`config.mk`:
```
export PLATFORM = sky130hd
export DESIGN_NAME = fft_addr_gen
export DESIGN_NICKNAME = d
export VERILOG_FILES = /design/src/rtl/fft_addr_gen.sv
export SDC_FILE = /design/constraint.sdc
export NUM_CORES = 1
export LEC_CHECK = 0
export BUFFER_PORTS_ARGS = -buffer_cell sky130_fd_sc_hd__buf_2
export CORE_MARGIN = 2
export CORE_UTILIZATION = 45
export DETAILED_ROUTE_END_ITERATION = 8
export PLACE_DENSITY = 0.75
export SYNTH_ARGS = -nofsm -noshare
export SYNTH_HDL_FRONTEND = slang
export SYNTH_SLANG_ARGS = --single-unit
```
`constraint.sdc`:
```
create_clock -name clk -period 3.5 [get_ports clk]
set_input_delay 0.175 -clock clk [delete_from_list [all_inputs] [get_ports clk]]
set_output_delay 0.175 -clock clk [all_outputs]
set_load 0.01 [all_outputs]
```
`src/rtl/fft_addr_gen.sv`:
```
// Purpose: address/twiddle sequencer for an in-place radix-2 DIT FFT (N = 2..MAX_N).
// Latency: first descriptor one cycle after start is accepted, then one descriptor per cycle.
// Backpressure: bf_valid/bf_ready; while stalled, every descriptor output holds its value.
//
// Ports: clk/rst_n (async active-low); start + n_cfg request a pass; bf_valid/bf_ready
// handshake the descriptor {addr_a, addr_b, tw_k, tw_n, stage, last_stage};
// busy spans the pass; done pulses at the end; cfg_err pulses when start is refused.
// Optional build macro FFT_ADDR_GEN_STAGE_GAP_EN inserts a 2-cycle bubble between stages
// so that writes from the previous stage drain before the next stage reads them.
module fft_addr_gen #(
  parameter int MAX_N      = 32,
  parameter int ADDR_WIDTH = $clog2(MAX_N)
) (
  input  logic                  clk,
  input  logic                  rst_n,
  input  logic                  start,
  input  logic [ADDR_WIDTH:0]   n_cfg,
  output logic                  bf_valid,
  input  logic                  bf_ready,
  output logic [ADDR_WIDTH-1:0] addr_a,
  output logic [ADDR_WIDTH-1:0] addr_b,
  output logic [ADDR_WIDTH-1:0] tw_k,
  output logic [ADDR_WIDTH:0]   tw_n,
  output logic [2:0]            stage,
  output logic                  last_stage,
  output logic                  busy,
  output logic                  done,
  output logic                  cfg_err
);

  localparam logic [ADDR_WIDTH:0] ONE = {{ADDR_WIDTH{1'b0}}, 1'b1};

`ifdef FFT_ADDR_GEN_STAGE_GAP_EN
  typedef enum logic [1:0] {IDLE, RUN, GAP, DONE} state_t;
  logic gap_cnt, gap_cnt_nxt;
`else
  typedef enum logic [1:0] {IDLE, RUN, DONE} state_t;
`endif

  state_t                state, state_nxt;
  logic [ADDR_WIDTH:0]   n_reg, n_nxt;
  logic [2:0]            lg_last, lg_nxt;      // log2(N)-1, index of the final stage
  logic [ADDR_WIDTH-1:0] b, b_nxt;             // butterfly index within the stage
  logic [2:0]            stage_nxt;
  logic                  valid_nxt, busy_nxt, done_nxt, err_nxt, last_nxt;
  logic [ADDR_WIDTH-1:0] addr_a_nxt, addr_b_nxt, tw_k_nxt;
  logic [ADDR_WIDTH:0]   tw_n_nxt;
  logic                  load;                 // present a fresh descriptor for (stage_nxt, b_nxt)

  // n_cfg legality and log2 decode: only exact powers of two from 2 to MAX_N.
  logic                  cfg_ok;
  logic [2:0]            cfg_lg;
  always_comb begin
    cfg_ok = 1'b0;
    cfg_lg = 3'd0;
    for (int i = 1; i <= ADDR_WIDTH; i++) begin
      if (n_cfg == (ONE << i)) begin
        cfg_ok = 1'b1;
        cfg_lg = 3'(i - 1);
      end
    end
  end

  logic [ADDR_WIDTH:0] b_last;
  assign b_last = (n_reg >> 1) - ONE;

  // Descriptor math: half = 2^s, j = b mod half, g = b / half.
  logic [ADDR_WIDTH:0]   half_w;
  logic [ADDR_WIDTH-1:0] mask_w, j_w, g_w, a_w;

  always_comb begin
    state_nxt = state;
    n_nxt     = n_reg;
    lg_nxt    = lg_last;
    stage_nxt = stage;
    b_nxt     = b;
    valid_nxt = bf_valid;
    busy_nxt  = busy;
    done_nxt  = 1'b0;
    err_nxt   = 1'b0;
    load      = 1'b0;
`ifdef FFT_ADDR_GEN_STAGE_GAP_EN
    gap_cnt_nxt = gap_cnt;
`endif
    case (state)
      IDLE: begin
        if (start) begin
          if (cfg_ok) begin
            n_nxt     = n_cfg;
            lg_nxt    = cfg_lg;
            stage_nxt = 3'd0;
            b_nxt     = '0;
            valid_nxt = 1'b1;
            busy_nxt  = 1'b1;
            load      = 1'b1;
            state_nxt = RUN;
          end else begin
            err_nxt = 1'b1;
          end
        end
      end
      RUN: begin
        if (bf_valid && bf_ready) begin
          if ({1'b0, b} == b_last) begin
            if (stage == lg_last) begin
              valid_nxt = 1'b0;
              busy_nxt  = 1'b0;
              done_nxt  = 1'b1;
              state_nxt = DONE;
            end else begin
              stage_nxt = stage + 3'd1;
              b_nxt     = '0;
`ifdef FFT_ADDR_GEN_STAGE_GAP_EN
              valid_nxt   = 1'b0;
              gap_cnt_nxt = 1'b0;
              state_nxt   = GAP;
`else
              load = 1'b1;
`endif
            end
          end else begin
            b_nxt = b + ADDR_WIDTH'(1);
            load  = 1'b1;
          end
        end
      end
`ifdef FFT_ADDR_GEN_STAGE_GAP_EN
      GAP: begin
        // Two bubble cycles: gap_cnt 0 then 1, descriptor returns after the second.
        if (gap_cnt) begin
          valid_nxt = 1'b1;
          load      = 1'b1;
          state_nxt = RUN;
        end else begin
          gap_cnt_nxt = 1'b1;
        end
      end
`endif
      DONE: begin
        state_nxt = IDLE;
      end
      default: state_nxt = IDLE;
    endcase

    half_w = ONE << stage_nxt;
    mask_w = ADDR_WIDTH'(half_w - ONE);
    j_w    = b_nxt & mask_w;
    g_w    = b_nxt >> stage_nxt;
    a_w    = (g_w << (stage_nxt + 3'd1)) | j_w;

    addr_a_nxt = load ? a_w : addr_a;
    addr_b_nxt = load ? (a_w | ADDR_WIDTH'(half_w)) : addr_b;
    tw_k_nxt   = load ? j_w : tw_k;
    tw_n_nxt   = load ? (half_w << 1) : tw_n;
    last_nxt   = load ? (stage_nxt == lg_nxt) : last_stage;
  end

  always_ff @(posedge clk or negedge rst_n) begin
    if (!rst_n) begin
      state      <= IDLE;
      n_reg      <= '0;
      lg_last    <= '0;
      b          <= '0;
      stage      <= '0;
      bf_valid   <= 1'b0;
      busy       <= 1'b0;
      done       <= 1'b0;
      cfg_err    <= 1'b0;
      addr_a     <= '0;
      addr_b     <= '0;
      tw_k       <= '0;
      tw_n       <= '0;
      last_stage <= 1'b0;
`ifdef FFT_ADDR_GEN_STAGE_GAP_EN
      gap_cnt    <= 1'b0;
`endif
    end else begin
      state      <= state_nxt;
      n_reg      <= n_nxt;
      lg_last    <= lg_nxt;
      b          <= b_nxt;
      stage      <= stage_nxt;
      bf_valid   <= valid_nxt;
      busy       <= busy_nxt;
      done       <= done_nxt;
      cfg_err    <= err_nxt;
      addr_a     <= addr_a_nxt;
      addr_b     <= addr_b_nxt;
      tw_k       <= tw_k_nxt;
      tw_n       <= tw_n_nxt;
      last_stage <= last_nxt;
`ifdef FFT_ADDR_GEN_STAGE_GAP_EN
      gap_cnt    <= gap_cnt_nxt;
`endif
    end
  end

endmodule

```
==> qor.csv <==
metric,value,unit
average vias per placed instance,5.70,
post-synthesis sequential area ratio,40.7,%
top_reg_cell synth,dfrtp_1,
CTS Buf Count,5,
Post-layout nets,370,
worst min path class,in2async,
CTS sink count,42,
Post-synth top cells,"dfrtp_1, nand2_1, nor2_1",
CTS max path bufs,2,
Root Buffer,clkbuf_8,
Slew headroom,27.9,%
Clock Skews,0.00988,ns
Sw Share,42.8,%
Area after DPL,0.00306,mm^2
RSZ-0062 raised after global routing,yes,
fmax,289,MHz
I/O pin total,39,
sum of negative setup slack,0,ns
Reg area,0.00105,mm^2
count of final setup violators,0,
status,finished clean,
"Largest delay share family, worst path",simple AND/OR/NAND/NOR gates,
worst skew pair latency,0.30,ns
most area-hungry cell type in the Yosys netlist,dfrtp_1,
Mapped Area,0.00258,mm^2
CP Launch Type,flip-flop,
critical-path cell list,"inv_2, ha_4, xnor2_2, a211oi_2, nand2_1, or4_4, mux2i_4, ha_2, nand2_2, ha_4, o21bai_4, xor2_1, nand2_1, o211ai_1, nand4_1, o22a_1",
via count of the first global-routing pass,2261,
routed len/inst,16.0,um
Yosys reg bits,42,
Max-Cap Viols,0,
P_sw,1.17,mW
data arrival time of the worst path,3.66,ns
largest net degree at the start of global routing,43,
clock network power share,12.5,%
Crit. path cell count,16,
number of flops mapped to enable cells by yosys,0,
initial antenna violation count,0,
Fill cells,481,
CP startpoint,n_reg[1],
number of port buffers,37,
# rows,27,
R2R Path Start,n_reg[1],
"Slowest-stage cell, CP",or4_4,
period utilisation layout,98.9,%
"top cells by area, synth","dfrtp_1, nand2_1, ha_1, nand3_1, xor2_1",
Die Height,79.8,um
htree depth,2,
via count,2412,
ys async rst share,100,%
share of layout cells above drive strength 1,33.6,%
R2R setup slack,0.04,ns
first-pass GRT wire length,10900,um
combinational share of power,60.6,%
Seq pwr share,26.9,%
Ys Warns,0,
area grow syn2layout,27.9,%
Pre-Repair DR Iteration Count,5,
fin crit period,3.46,ns
top-count cell post-synth,dfrtp_1,
R2R depth,16,
GR Overflow Total,0,
fin area,0.00331,mm^2
syn_nets,299,
Setup crit end,addr_b[4],
overall die area,0.00636,mm^2
Max stage delay on crit path,0.58,ns
Worst Path Buf+Inv,1,
VDD IR max,458,uV
Worst Setup End Kind,flip-flop,
critical path data required time,3.70,ns
"Core Util, Final",59.7,%
antenna cell count,0,
TritonCTS clock tree,built,
Placer Congestion,0.852,
top cell type's share of synthesized area,40.7,%
slew of the pin with the lowest slew margin,1.08,ns
Pleak,1.53,nW
syn avg cell area,9.26,um^2
worst-path fanout max,5,
Routed WL,6770,um
detailed-route DRC error count,0,
number of DRC markers in iteration 0,183,
count of pins over their slew limit,0,
Die Wd,79.8,um
Initial Utilization,46.6,%
Pint,1.56,mW
gr usage total,22.1,%
core area,0.00554,mm^2
Syn Inst Count,279,
clock-pin slew on the worst setup and hold paths,0.09,ns
Yosys cell types,59,
ANT nets after route,0,
pwr dens,825,mW/mm^2
Fin. Hold Viols,0,
DPL Wire Length,4790,um
Crit Path Category,reg2reg,
Multi-input gate area,0.00156,mm^2
reg2reg end,addr_b[4],
## cell families after synthesis
logic type	count (synthesis)	share of synthesized area, %
multiplexers	9	4.75
AND/OR/NAND/NOR	116	22.1
AO/OA/AOI/OAI	64	17.4
other	1	0.145
adder cells (fa/ha/maj)	10	4.84
buffers and inverters	18	3.63
XOR/XNOR	19	6.44
flip-flops	42	40.7
## layout by cell type, fill, tap and decap left out, drive strengths merged, types with 5 or more instances in the layout
master | Yosys | layout
xnor2 | 9 | 9
nor2 | 19 | 19
ha | 10 | 10
nor3 | 10 | 10
buf | 5 | 75
dfrtp | 42 | 42
a21oi | 10 | 10
a211oi | 5 | 5
xor2 | 10 | 10
inv | 7 | 7
o21ai | 18 | 18
nand3 | 18 | 18
nand2 | 37 | 37
mux2 | 6 | 6
clkbuf | 6 | 6
## cell type report
cell class / count / share of cell area, %
Tap cell: 72 / 2.73
Clock inverter: 2 / 0.379
Clock buffer: 6 / 2.50
Sequential cell: 42 / 31.8
Multi-Input combinational cell: 219 / 47.2
Timing Repair Buffer: 75 / 14.3
Inverter: 7 / 1.02
## metal layers
metal / track usage [%] / vias up / share of wire, %
li1: - / 1155 / -
met1: 31.4 / 1167 / 47
met2: 34.3 / 79 / 46
met3: 3.28 / 11 / 4.9
met4: 8.47 / 0 / 1.9
met5: 0 / - / 0
## worst min-delay path by stage
stage               cells past startpoint        end  slack (ns)
finish                                  1   n_reg[3]        0.02
global route                            1   n_reg[3]        0.09
CTS                                     1       b[4]        0.05
detailed placement                      1   n_reg[4]        0.39
global placement                        1   n_reg[5]        0.37
floorplan                               0  addr_a[0]       -0.12
## timing repair
| action | 4_1_cts | 5_1_grt |
|---|---|---|
| gates resized for setup | 1 | 13 |
| setup buffers | 1 | 8 |
| hold buffers | 0 | 0 |
| endpoints found under the setup margin | 4 | 9 |
| pin swaps | 2 | 11 |
## power by group through the flow
stage | Sequential, mW | Clock (mW) | Combinational [mW]
after global routing | 0.752 | 0.365 | 1.82
after CTS | 0.734 | 0.347 | 1.55
after global placement | 0.740 | 0 | 1.49
after detailed placement | 0.743 | 0 | 1.51
after floorplan | 0.796 | 0 | 0.920
final | 0.735 | 0.340 | 1.65
## through the flow
stage | total power, mW | worst slack (ns) | std cells | hold WS (ns)
floorplan | 1.72 | -0.0292 | 279 | -0.121
global placement | 2.23 | 0.0248 | 406 | 0.369
detailed placement | 2.25 | -0.0736 | 406 | 0.389
CTS | 2.63 | 0.0156 | 415 | 0.0488
global route | 2.93 | -0.145 | 423 | 0.0865
finish | 2.73 | 0.0373 | 423 | 0.0157
Note: power is estimated with default switching activity, not from simulation.
